--- src/rtl/fir_pkg.sv ---
// Shared constants, state encoding and checksum helper for the FIR filter and its coefficient loader.
package fir_pkg;

    localparam int FIR_TAPS  = 5;
    localparam int FIR_WIDTH = 16;

    typedef enum logic [1:0] {
        IDLE   = 2'd0,
        LOAD   = 2'd1,
        CHECK  = 2'd2,
        COMMIT = 2'd3
    } fir_state_e;

    // Passthrough set: c1 = 1, every other tap 0.
    localparam logic [FIR_TAPS*FIR_WIDTH-1:0] FIR_PASSTHRU =
        {{(FIR_TAPS*FIR_WIDTH-1){1'b0}}, 1'b1};

    function automatic logic [FIR_WIDTH-1:0] fir_xor_fold(input logic [FIR_TAPS*FIR_WIDTH-1:0] v);
        logic [FIR_WIDTH-1:0] acc;
        acc = {FIR_WIDTH{1'b0}};
        for (int k = 0; k < FIR_TAPS; k++) begin
            acc = acc ^ v[k*FIR_WIDTH +: FIR_WIDTH];
        end
        return acc;
    endfunction

endpackage

--- src/rtl/fir_coeff_loader_if.sv ---
// Coefficient load stream: valid/ready word transfer plus an abort line.
interface fir_coeff_loader_if
    import fir_pkg::*;
#(
    parameter int WIDTH = FIR_WIDTH
);
    logic             load_valid;
    logic [WIDTH-1:0] load_data;
    logic             load_ready;
    logic             load_abort;

    modport master (output load_valid, output load_data, output load_abort, input load_ready);
    modport slave  (input load_valid, input load_data, input load_abort, output load_ready);
endinterface

--- src/rtl/fir_coeff_bank.sv ---
// Shadow/active coefficient register pair; the active set is replaced wholesale on a commit strobe.
// With COEFF_CHECKSUM_EN defined the shadow set is exported for checksum verification.
module fir_coeff_bank
    import fir_pkg::*;
#(
    parameter int TAPS  = FIR_TAPS,
    parameter int WIDTH = FIR_WIDTH,
    parameter int IDXW  = 3
) (
    input  logic                  clock,
    input  logic                  reset,
    input  logic                  i_wr_en,
    input  logic [IDXW-1:0]       i_wr_idx,
    input  logic [WIDTH-1:0]      i_wr_data,
    input  logic                  i_commit,
`ifdef COEFF_CHECKSUM_EN
    output logic [TAPS*WIDTH-1:0] o_shadow,
`endif
    output logic [TAPS*WIDTH-1:0] o_active
);
    localparam logic [TAPS*WIDTH-1:0] RST_SET = {{(TAPS*WIDTH-1){1'b0}}, 1'b1};

    logic [TAPS*WIDTH-1:0] r_shadow;
    logic [TAPS*WIDTH-1:0] r_active;

    // Shadow writes by index and atomic shadow-to-active copy
    always_ff @(posedge clock) begin
        if (reset) begin
            r_shadow <= {(TAPS*WIDTH){1'b0}};
            r_active <= RST_SET;
        end else begin
            for (int k = 0; k < TAPS; k++) begin
                if (i_wr_en && (i_wr_idx == IDXW'(k))) begin
                    r_shadow[k*WIDTH +: WIDTH] <= i_wr_data;
                end
            end
            if (i_commit) begin
                r_active <= r_shadow;
            end
        end
    end

    assign o_active = r_active;
`ifdef COEFF_CHECKSUM_EN
    assign o_shadow = r_shadow;
`endif

endmodule

--- src/rtl/fir_coeff_loader.sv ---
// Run-time writer of the FIR tap set: buffers TAPS words, then commits them in one cycle.
// COEFF_CHECKSUM_EN adds a trailing XOR check word and the checksum_error pulse.
module fir_coeff_loader
    import fir_pkg::*;
#(
    parameter int TAPS  = FIR_TAPS,
    parameter int WIDTH = FIR_WIDTH
) (
    input  logic                  clock,
    input  logic                  reset,
    fir_coeff_loader_if.slave     load_if,
    output logic [TAPS*WIDTH-1:0] coeffs,
    output logic                  coeff_update,
`ifdef COEFF_CHECKSUM_EN
    output logic                  checksum_error,
`endif
    output logic                  busy
);
    localparam int IDXW = $clog2(TAPS + 1);

    fir_state_e      r_state;
    fir_state_e      w_state_nxt;
    logic [IDXW-1:0] r_index;
    logic [IDXW-1:0] w_index_nxt;
    logic            r_ready;
    logic            r_busy;
    logic            r_update;
    logic            r_cksum_err;
    logic            w_accept;
    logic            w_wr_en;
    logic            w_commit;
    logic            w_cksum_err;
`ifdef COEFF_CHECKSUM_EN
    logic [TAPS*WIDTH-1:0] w_shadow;
`endif

    fir_coeff_bank #(.TAPS(TAPS), .WIDTH(WIDTH), .IDXW(IDXW)) u_bank (
        .clock     (clock),
        .reset     (reset),
        .i_wr_en   (w_wr_en),
        .i_wr_idx  (r_index),
        .i_wr_data (load_if.load_data),
        .i_commit  (w_commit),
`ifdef COEFF_CHECKSUM_EN
        .o_shadow  (w_shadow),
`endif
        .o_active  (coeffs)
    );

    // Next-state, shadow write and commit decode; abort beats a simultaneous word
    always_comb begin
        w_state_nxt = r_state;
        w_index_nxt = r_index;
        w_wr_en     = 1'b0;
        w_commit    = 1'b0;
        w_cksum_err = 1'b0;
        w_accept    = load_if.load_valid & r_ready & ~load_if.load_abort;
        case (r_state)
            IDLE, LOAD: begin
                if (load_if.load_abort) begin
                    w_state_nxt = IDLE;
                    w_index_nxt = {IDXW{1'b0}};
                end else if (w_accept) begin
                    w_wr_en = 1'b1;
                    if (r_index == IDXW'(TAPS - 1)) begin
                        w_index_nxt = {IDXW{1'b0}};
`ifdef COEFF_CHECKSUM_EN
                        w_state_nxt = CHECK;
`else
                        w_state_nxt = COMMIT;
`endif
                    end else begin
                        w_index_nxt = r_index + IDXW'(1);
                        w_state_nxt = LOAD;
                    end
                end else begin
                    w_state_nxt = r_state;
                end
            end
            CHECK: begin
`ifdef COEFF_CHECKSUM_EN
                if (load_if.load_abort) begin
                    w_state_nxt = IDLE;
                end else if (w_accept) begin
                    if (load_if.load_data == fir_xor_fold(w_shadow)) begin
                        w_state_nxt = COMMIT;
                    end else begin
                        w_state_nxt = IDLE;
                        w_cksum_err = 1'b1;
                    end
                end else begin
                    w_state_nxt = CHECK;
                end
`else
                w_state_nxt = IDLE;
`endif
                w_index_nxt = {IDXW{1'b0}};
            end
            COMMIT: begin
                w_commit    = 1'b1;
                w_state_nxt = IDLE;
                w_index_nxt = {IDXW{1'b0}};
            end
            default: begin
                w_state_nxt = IDLE;
                w_index_nxt = {IDXW{1'b0}};
            end
        endcase
    end

    // State and registered handshake/status outputs, derived from the next state
    always_ff @(posedge clock) begin
        if (reset) begin
            r_state     <= IDLE;
            r_index     <= {IDXW{1'b0}};
            r_ready     <= 1'b1;
            r_busy      <= 1'b0;
            r_update    <= 1'b0;
            r_cksum_err <= 1'b0;
        end else begin
            r_state     <= w_state_nxt;
            r_index     <= w_index_nxt;
            r_ready     <= (w_state_nxt != COMMIT);
            r_busy      <= (w_index_nxt != {IDXW{1'b0}}) || (w_state_nxt == COMMIT) ||
                           (w_state_nxt == CHECK);
            r_update    <= w_commit;
            r_cksum_err <= w_cksum_err;
        end
    end

    assign load_if.load_ready = r_ready;
    assign coeff_update       = r_update;
    assign busy               = r_busy;
`ifdef COEFF_CHECKSUM_EN
    assign checksum_error     = r_cksum_err;
`endif

endmodule

--- src/flat_wrapper.sv ---
// flat-port wrapper written by rule: the top's interface ports become plain ports
module fir_coeff_loader_flat import fir_pkg::*;
#(
    parameter int TAPS  = FIR_TAPS,
    parameter int WIDTH = FIR_WIDTH
)
  (clock, reset, coeffs, coeff_update, busy, load_if_load_valid, load_if_load_data, load_if_load_abort, load_if_load_ready);
  fir_coeff_loader_if #(.WIDTH(WIDTH)) load_if_i ();
  input  logic clock;
  input  logic reset;
  output logic [TAPS*WIDTH-1:0] coeffs;
  output logic coeff_update;
  output logic busy;
  input wire logic [$bits(load_if_i.load_valid)-1:0] load_if_load_valid;
  input wire logic [$bits(load_if_i.load_data)-1:0] load_if_load_data;
  input wire logic [$bits(load_if_i.load_abort)-1:0] load_if_load_abort;
  output wire logic [$bits(load_if_i.load_ready)-1:0] load_if_load_ready;
  assign load_if_i.load_valid = load_if_load_valid;
  assign load_if_i.load_data = load_if_load_data;
  assign load_if_i.load_abort = load_if_load_abort;
  assign load_if_load_ready = load_if_i.load_ready;
  fir_coeff_loader #(.TAPS(TAPS), .WIDTH(WIDTH)) u_core (.clock(clock), .reset(reset), .load_if(load_if_i), .coeffs(coeffs), .coeff_update(coeff_update), .busy(busy));
endmodule
--- config.mk ---
export PLATFORM = sky130hd
export DESIGN_NAME = fir_coeff_loader_flat
export DESIGN_NICKNAME = d
export VERILOG_FILES = /design/src/rtl/fir_pkg.sv /design/src/rtl/fir_coeff_loader_if.sv /design/src/rtl/fir_coeff_bank.sv /design/src/rtl/fir_coeff_loader.sv /design/src/flat_wrapper.sv
export SDC_FILE = /design/constraint.sdc
export NUM_CORES = 1
export LEC_CHECK = 0
export ABC_AREA = 1
export ABC_CLOCK_PERIOD_IN_PS = 1500
export CAP_MARGIN = 40
export CORE_MARGIN = 2
export CORE_UTILIZATION = 40
export CTS_CLUSTER_DIAMETER = 40
export DETAILED_ROUTE_END_ITERATION = 7
export PLACE_DENSITY = 0.63
export REMOVE_ABC_BUFFERS = 1
export SYNTH_ARGS = -nofsm -noshare
export SYNTH_HDL_FRONTEND = slang
export SYNTH_SLANG_ARGS = --single-unit
--- constraint.sdc ---
create_clock -name clock -period 1.5 [get_ports clock]
set_clock_uncertainty 0.15 [all_clocks]
set_input_delay 0.3 -clock clock [delete_from_list [all_inputs] [get_ports clock]]
set_output_delay 0.3 -clock clock [all_outputs]
set_load 0.01 [all_outputs]
### Word-level counts from Yosys, hierarchy flattened

Cells that the tools add are included.

* add/subtract/negate cells: 1
* equal/unequal tests: 10
* mux-type cells: 12
* bitwise gates (word level): 3
* reductions and logical operators: 12

Operators with widths (count)
* 3-bit 2-to-1 mux: 3
* 2-bit == test (second input constant): 4
* 3-bit by 2-bit == test with 1-bit output (second input constant): 2
* 2-bit 2-to-1 mux: 3
* 3-bit one-hot mux with 2 select lines: 1
* 1-bit logical AND: 5
* 1-bit 2-to-1 mux: 4
* 2-bit one-hot mux with 2 select lines: 1
* 2-bit OR reduction: 2
* 3-bit by 1-bit adder with 3-bit output (second input constant): 1
* 3-bit by 1-bit == test with 1-bit output (second input constant): 1
* 3-bit == test (second input constant): 1
* 3-bit logical NOT: 1
* 3-bit nonzero test: 1
* 1-bit AND: 2
* 2-bit by 1-bit == test with 1-bit output (second input constant): 1
* 2-bit logical NOT: 1
* 1-bit logical OR: 2
* 2-bit inequality test (second input constant): 1
* 1-bit NOT: 1

* bits in registers: 168
* logic and storage cells: 49

### Longest topological paths before layout

* depth in word-level cells: 8
* gate-level depth with buffers: 9

### Modules after synthesis

Synthesis repeated with hierarchy kept, for this count alone.

* cells, all modules: 860
* area total of the unflattened synthesis: 6327.3 um2

Modules (own cells, without submodules)
* fir_coeff_bank: instances 1, cells each 811, area each 5969.5 um2
* fir_coeff_loader: instances 1, cells each 49, area each 357.8 um2

### Worst setup path before layout

Ideal clock, no wire load.

* path kind: reg-to-reg
* start point: register u_core.r_index[2]
* end point: register u_core.u_bank.r_shadow[62]
* setup time: 0.071 ns
* arrival: 1.430 ns
* data required time: 1.279 ns
* path slack: -0.150 ns
* cell stages (with the launch flop): 7
* path buffers: 2
* period minus slack after synthesis: 1.650 ns
* path through: dfxtp_1 > inv_2 > ha_1 > clkbuf_1 > clkbuf_1 > nand3_1 > a21oi_1

* cells in the longest elaborated chain, start to end: 2

Ends and longest elaborated chain
* from (decl): RTL line fir_coeff_loader.sv:23 `logic [IDXW-1:0] r_index;`
* from (signal assigned): RTL line fir_coeff_loader.sv:115 `r_index <= {IDXW{1'b0}};`
* from (signal assigned): RTL line fir_coeff_loader.sv:122 `r_index <= w_index_nxt;`
* 3-bit by 2-bit == test with 1-bit output: RTL line fir_coeff_bank.sv:33 `if (i_wr_en && (i_wr_idx == IDXW'(k))) begin`
* 1-bit logical AND: RTL line fir_coeff_bank.sv:33
* to (signal assigned): RTL line fir_coeff_bank.sv:29 `r_shadow <= {(TAPS*WIDTH){1'b0}};`
* to (signal, indexed assignment): RTL line fir_coeff_bank.sv:34 `r_shadow[k*WIDTH +: WIDTH] <= i_wr_data;`
* to (decl): RTL line fir_coeff_bank.sv:23 `logic [TAPS*WIDTH-1:0] r_shadow;`

No other way between the ends.
A chain may end at the register's enable or synchronous reset.

### Worst setup path after layout

* start point: register u_core.u_bank.r_active[71], in the netlist u_core.u_bank.o_active[71]
* end point: output port coeffs[71]

RTL lines
* from (decl): RTL line fir_coeff_bank.sv:24 `logic [TAPS*WIDTH-1:0] r_active;`
* from (signal assigned): RTL line fir_coeff_bank.sv:38 `r_active <= r_shadow;`
* to (decl): RTL line flat_wrapper.sv:11 `output logic [TAPS*WIDTH-1:0] coeffs;`

No word-level cell between the ends.

==> metrics.md <==
| Metric | Value |
|---|---|
| Die H | `128 um` |
| Pin count of the biggest net entering global routing | `53` |
| Port Buffers | `102` |
| CP arrival | `1010 ps` |
| Buf+Inv Stages, Crit Path | `1` |
| Clock latency on the worst-skew pair | `410 ps` |
| CP Cell Sequence | `clkdlybuf4s15_1` |
| Clk pwr share | `0.466` |
| Longest Clk Path Bufs | `2` |
| Total global-route track usage | `0.180` |
| Final ANT Viol Nets | `0` |
| PwrDens | `approximately 1200 nW/um^2` |
| Slew Viols, Final | `0` |
| Nets | `926` |
| Initial antenna violation count | `0` |
| CTS H-tree lvls | `4` |
| Final wirelength | `14.4 mm` |
| Core area | `15100 sq um` |
| Hold Vio Cnt, Final | `0` |
| Num Clock Sinks | `about 170` |
| Inserted Diodes | `0` |
| Ys Warns | `0` |
| Vias/cell | `4.71` |
| WL per Instance | `around 13 um` |
| Placed Area | `between 7000 and 8000 sq um` |
| Switching part of the total | `0.213` |
| Worst Setup End Kind | `output port` |
| Slowest stage cell on the critical path | `dfxtp_2` |
| Worst Slack Setup Final | `35.1 ps` |
| Global-route wire length before repair | `23.3 mm` |
| Min-delay worst type | `primary input to flip-flop` |
| Sw Pwr | `0.00202 W` |
| DR vias | `~5200` |
| Vias in the first global route | `4729` |
| Comb pwr share | `0.053` |
| Num rows | `45` |
| Cell Int Power | `0.00744 W` |
| CTS tree | `yes` |
| Initial Util | `0.407` |
| Data required time of the critical path | `1050 ps` |
| Crit-path max cell delay | `360 ps` |
| Worst-path clk slew | `about 60 ps` |
| Reg power frac | `0.481` |
| Startpoint type of the worst setup path | `flip-flop` |
| Die ar. | `16400 sq um` |
| VDD IR max | `1.04 mV` |
| Period utilization | `0.977` |
| Critical path fanouts, max | `2` |
| Final HPWL DP | `roughly 9.3 mm` |
| WL met2 | `6.60 mm` |
| Metal3 WL | `636 um` |
| Fraction of layout cells with a size suffix above 1 | `0.129` |
| Remaining DRCs | `0` |
| Area delta synth->final | `32.1%` |
| Length of routed wiring on met1 | `about 7 mm` |
| Ports | `103` |
| Num CTS Buffers | `17` |
| Final instance area | `between 8000 and 9000 sq um` |
| Yosys cell types | `22` |
| Gpl congestion | `roughly 0.87` |
| Crit Path Class | `flip-flop to output port` |
| Post-synthesis sequential area ratio | `0.547` |
| Syn_area_per_cell | `just under 8 sq um` |
| Fillers | `1457` |
| Worst-Margin Slew | `314 ps` |
| Final setup viols | `0` |
| FF+latch count, synth | `roughly 170` |
| Top Layer Used | `met4` |
| Reg area | `3370 sq um` |
| Leak pwr | `between 3 and 4 nW` |
| Die X | `roughly 130 um` |
| Gr ovfl total | `0` |
| Achievable Freq | `0.683 GHz` |
| Slew headroom | `0.790` |
| Status | `complete, no violations` |
| Total negative slack | `0 ps` |
| Area of the multi-input gates | `2380 sq um` |
| Final min period | `1460 ps` |
| Clock root buffer | `clkbuf_16` |
| Delay-heaviest family, CP | `flip-flops` |
| DRT iter0 DRCs | `317` |
| Pre-CTS setup slack | `-372 ps` |
| TritonRoute pass-1 iters | `6` |
| Area of the mapped netlist | `~6000 sq um` |
| Synth Instances | `between 700 and 800` |
| Max_cap viols | `0` |
cell families after synthesis:
family	Yosys count	synth area share
AND/OR/NAND/NOR	354	0.234
flip-flops	168	0.547
AO/OA/AOI/OAI	161	0.131
buffers and inverters	106	0.0772
adder cells (fa/ha/maj)	5	0.0102
power by group through the flow:
stage	Combinational [W]	Sequential (W)	Clock, W
5_1_grt	0.000569	0.00455	0.00470
3_3_place_gp	0.000490	0.00464	0
6_report	0.000504	0.00455	0.00441
2_1_floorplan	0.000237	0.00464	0
4_1_cts	0.000497	0.00455	0.00451
3_5_place_dp	0.000495	0.00465	0
placed cells by master (no fill, tap or decap), drive strengths merged, types with 5 or more instances in the layout:
master,Yosys,routed
clkbuf,23,46
buf,27,36
clkinv,1,5
clkdlybuf4s15,0,40
nor2,168,168
o21ai,80,80
dfxtp,168,168
ha,5,5
inv,55,55
dlygate4sd2,0,23
nand3,20,20
nand4,6,6
nand2,159,159
clkdlybuf4s50,0,16
a21oi,81,81
per-layer routing:
metal,vias up,global-route usage
li1,2718,-
met1,2347,0.246
met2,116,0.282
met3,7,0.0497
met4,0,0.0517
met5,-,0
area by class of cell:
type                    instances  share of cell area
multi-input cells             520               0.293
repair inverters                1            0.000770
flip-flops and latches        168               0.415
inverters                      56              0.0277
repair buffers                137               0.159
clock inverters                 6              0.0106
well taps                     188              0.0290
clock buffers                  26              0.0639
registers in the layout (all words and copies together) (netlist names):
register                   count
u_core.r_state                 2
u_core.r_index                 3
u_core.u_bank.r_shadow        80
u_core.load_if.load_ready      1
u_core.coeff_update            1
u_core.busy                    1
u_core.u_bank.o_active        80
synthesized netlist by cell type:
master	count	area share
nand4_4	2	0.0069
nor2_1	167	0.10
inv_1	52	0.032
dfxtp_1	168	0.55
inv_4	1	0.0010
buf_6	5	0.0092
inv_2	2	0.0012
ha_1	5	0.010
nand2_1	157	0.096
a21oi_1	81	0.066
nand3_4	2	0.0057
buf_2	19	0.015
nand3_1	18	0.015
clkinv_2	1	0.00081
buf_4	3	0.0037
clkbuf_1	23	0.014
nand2_2	2	0.0020
nand4_1	4	0.0041
nor2_4	1	0.0018
o21ai_1	1	0.00081
o21ai_0	79	0.064
nand3b_1	1	0.0012
through the flow:
stage / instances / hold WS (ps) / power (W) / util
after CTS: 1100 / 176 / 0.00955 / 0.534
after floorplan: 744 / 219 / 0.00488 / -
final: 1102 / 189 / 0.00946 / 0.538
after global placement: 1068 / 290 / 0.00513 / 0.498
after global routing: 1102 / 201 / 0.00982 / 0.538
after detailed placement: 1068 / 290 / 0.00514 / 0.498
path summary, 6_finish.rpt:
| check | from | to | slack (ps) | cells after the start |
|---|---|---|---|---|
| max | u_core.u_bank.o_active[71]$_SDFFE_PP0N_ | coeffs[71] | 40 | 1 |
| min reg2reg | u_core.u_bank.r_shadow[1]$_SDFFE_PP0P_ | u_core.u_bank.o_active[1]$_SDFFE_PP0N_ | 300 | 2 |
| min | reset | u_core.busy$_SDFF_PP0_ | 190 | 3 |
| max reg2reg | u_core.r_state[1]$_SDFF_PP0_ | u_core.load_if.load_ready$_SDFF_PP1_ | 50 | 6 |
repair_timing:
action	in CTS	in global routing
endpoints found under the setup margin	103	110
cloned	0	1
pin swaps	0	5
setup buffers	0	1
hold buffers	0	0
gates resized for setup	112	84
Note: power is estimated with default switching activity, not from simulation.
==> RTL change (config.mk and constraints unchanged) <==
`FIR_WIDTH`: 16 -> 20.
--- a/src/rtl/fir_pkg.sv
+++ b/src/rtl/fir_pkg.sv
@@ -4,3 +4,3 @@
     localparam int FIR_TAPS  = 5;
-    localparam int FIR_WIDTH = 16;
+    localparam int FIR_WIDTH = 20;
 
Interface: changed (resized coeffs and load_if_load_data); port bits go from 103 to 127. No check against the original RTL was run, so the function may have changed too.
==> RTL change against the unedited design <==
Clock power increased by 52%. Critical endpoint is now u_core.u_bank.r_shadow[52]. Critical path depth increased by 6. Synthesized area increased by 22%. Total power increased by 37%. Largest power group is now the clock network. Final area increased by 22%. Count of clock-buffer cells in the layout increased by 9. Sequential cell count increased by 40. Worst setup slack got worse by 0.0062 ns. Critical path type is now reg -> reg. Wire length increased by 32%.
==> RTL change: results (changes against the unedited design) <==
[finish]
clk_share_pct = 9.56  ; was 7.46%
drive_gt1_share_pct = 22.9  ; was 12.9%
nNonClkInverters = 56  ; was 57
buffer_area_share_pct = 12.9  ; was 15.9%
finalNetCount = 1136  ; was 926
multi_input_area_um2 = 2970  ; was 2380 um2
nMultiInputCombCells = 640  ; was 520
seq_share_pct = 42.3  ; was 41.5%
buffers = 174  ; was 137
fillCellCount = 1774  ; was 1457
nClkBuffers = 35  ; was 26

[detailed_routing]
met2WireLength_um = 8700  ; was 6600 um
top_layer = met4  ; unchanged
met1Wirelength_um = 8960  ; was 7090 um
route.met3.wl_um = 1010  ; was 636 um
via_count = 6558  ; was 5188
drtPass1Iterations = 4  ; was 6
wire_per_inst_um = 14.1  ; was 13.1 um
first_iter_violations = 278  ; was 317

[global_routing]
grt_use_met2_pct = 29.7  ; was 28.2%
grt_pass1_vias = 5897  ; was 4729
met3_usage_pct = 4.21  ; was 4.97%
grt_pass1_wl_um = 30300  ; was 23300 um
gr-usage-all-layers_pct = 18.4  ; was 18.0%
grt_max_degree = 93  ; was 53
grt_util_met1_pct = 25.1  ; was 24.6%

[logic_synthesis]
yosys.area_share.xor_xnor_pct = 0  ; unchanged
netlist_top_cells_area = dfxtp_1 (55%), nor2_1 (10%), nand2_1 (9.1%)  ; was dfxtp_1 (55%), nor2_1 (10%), nand2_1 (9.6%)
ys_warn_count = 0  ; unchanged
synth-seq-area-share_pct = 55.4  ; was 54.7%
synthMuxAreaShare_pct = 0  ; unchanged
synthAdderAreaFrac_pct = 0.833  ; was 1.02%
synth.distinct_cells = 23  ; was 22
synthTopCellsByCount = dfxtp_1 (208), nor2_1 (207), nand2_1 (182), a21oi_1 (101), o21ai_0 (99)  ; was dfxtp_1 (168), nor2_1 (167), nand2_1 (157), a21oi_1 (81), o21ai_0 (79)
async_flop_share_pct = 0  ; unchanged
ys_seq_elements = 208  ; was 168
synth_compound_area_share_pct = 13.4  ; was 13.1%

[run_status]
outcome = finished, final reports clean  ; unchanged

[placed_design]
portBuffers = 126  ; was 102
gp_congestion = 0.804  ; was 0.869
dp_hpwl_um = 11800  ; was 9320 um

[setup_path]
worstPathArrival_ns = 1.76  ; was 1.01 ns
reg2reg_to = u_core.u_bank.r_shadow[52]  ; was u_core.load_if.load_ready
slowest_delay_ns = 0.37
slowest_stage = dfxtp_4  ; was dfxtp_2
r2r_slack_ns = 0.03  ; was 0.05 ns
rr_startpoint = u_core.r_index[0]  ; was u_core.r_state[1]
cp_max_fo = 5  ; was 2

[sta]
maxSlewHeadroom_pct = 75.1  ; was 79.0%
timing.hold.ws_ns = 0.149  ; was 0.189 ns

[min_path]
hold_class = in -> reg  ; unchanged
holdPathEnd = u_core.u_bank.r_shadow[98]  ; was u_core.busy
min_path_cells = 3  ; unchanged

[power]
leakage_nw = 4.39  ; was 3.61 nW
ir_drop_mv = 0.874  ; was 1.04 mV

[clock_tree]
clk_latency_ns = 0.51  ; was 0.41 ns
cts_made_buffers = 27  ; was 17
ctsLongestPathBuffers = 3  ; was 2
htreeDepth = 1  ; was 4

-- RTL change: cell types whose count changed in the layout (fill, tap and decap cells not counted), sizes merged, moves of 4 or more --
cell,before,now
clkbuf,46,35
o21ai,80,100
nand4,6,18
clkdlybuf4s50,16,22
nor2,168,208
a21oi,81,101
clkdlybuf4s15,40,0
nand3,20,24
dfxtp,168,208
buf,36,152
nand2,159,183
dlygate4sd2,23,0
-- RTL change: how the worst max path moves through the flow --
stage	startpoint	to	slack (ns)
after floorplan	u_core.r_state[1]	u_core.u_bank.o_active[10]	-2.69
after global placement	load_if_load_abort	u_core.u_bank.r_shadow[97]	-0.43
after detailed placement	load_if_load_abort	u_core.u_bank.r_shadow[97]	-0.47
after CTS	u_core.load_if.load_ready	load_if_load_ready	0.0007
after global routing	u_core.r_index[0]	u_core.u_bank.r_shadow[52]	-0.04
final	u_core.r_index[0]	u_core.u_bank.r_shadow[52]	0.03
-- RTL change: where the power goes --
group,internal [W],switching [W]
sequential,0.00560,0.0000253
combinational,0.000230,0.000382
clock,0.00435,0.00236
-- RTL change: timing repair --
action,CTS,global route
pin swaps,0,17
cloned,0,1
endpoints found under the setup margin,126,105
setup buffers,0,5
resized for setup,435,69
-- RTL change: per-stage QoR --
stage	setup WS [ns]	area, um2	std cells	power (W)	util, %
floorplan	-2.69	7180	904	0.00602	-
global placement	-0.428	9150	1306	0.00631	49.2
detailed placement	-0.468	9150	1306	0.00631	49.2
CTS	0.000725	9640	1353	0.0130	51.9
global route	-0.0433	9900	1359	0.0134	53.3
finish	0.0289	9900	1359	0.0129	53.3
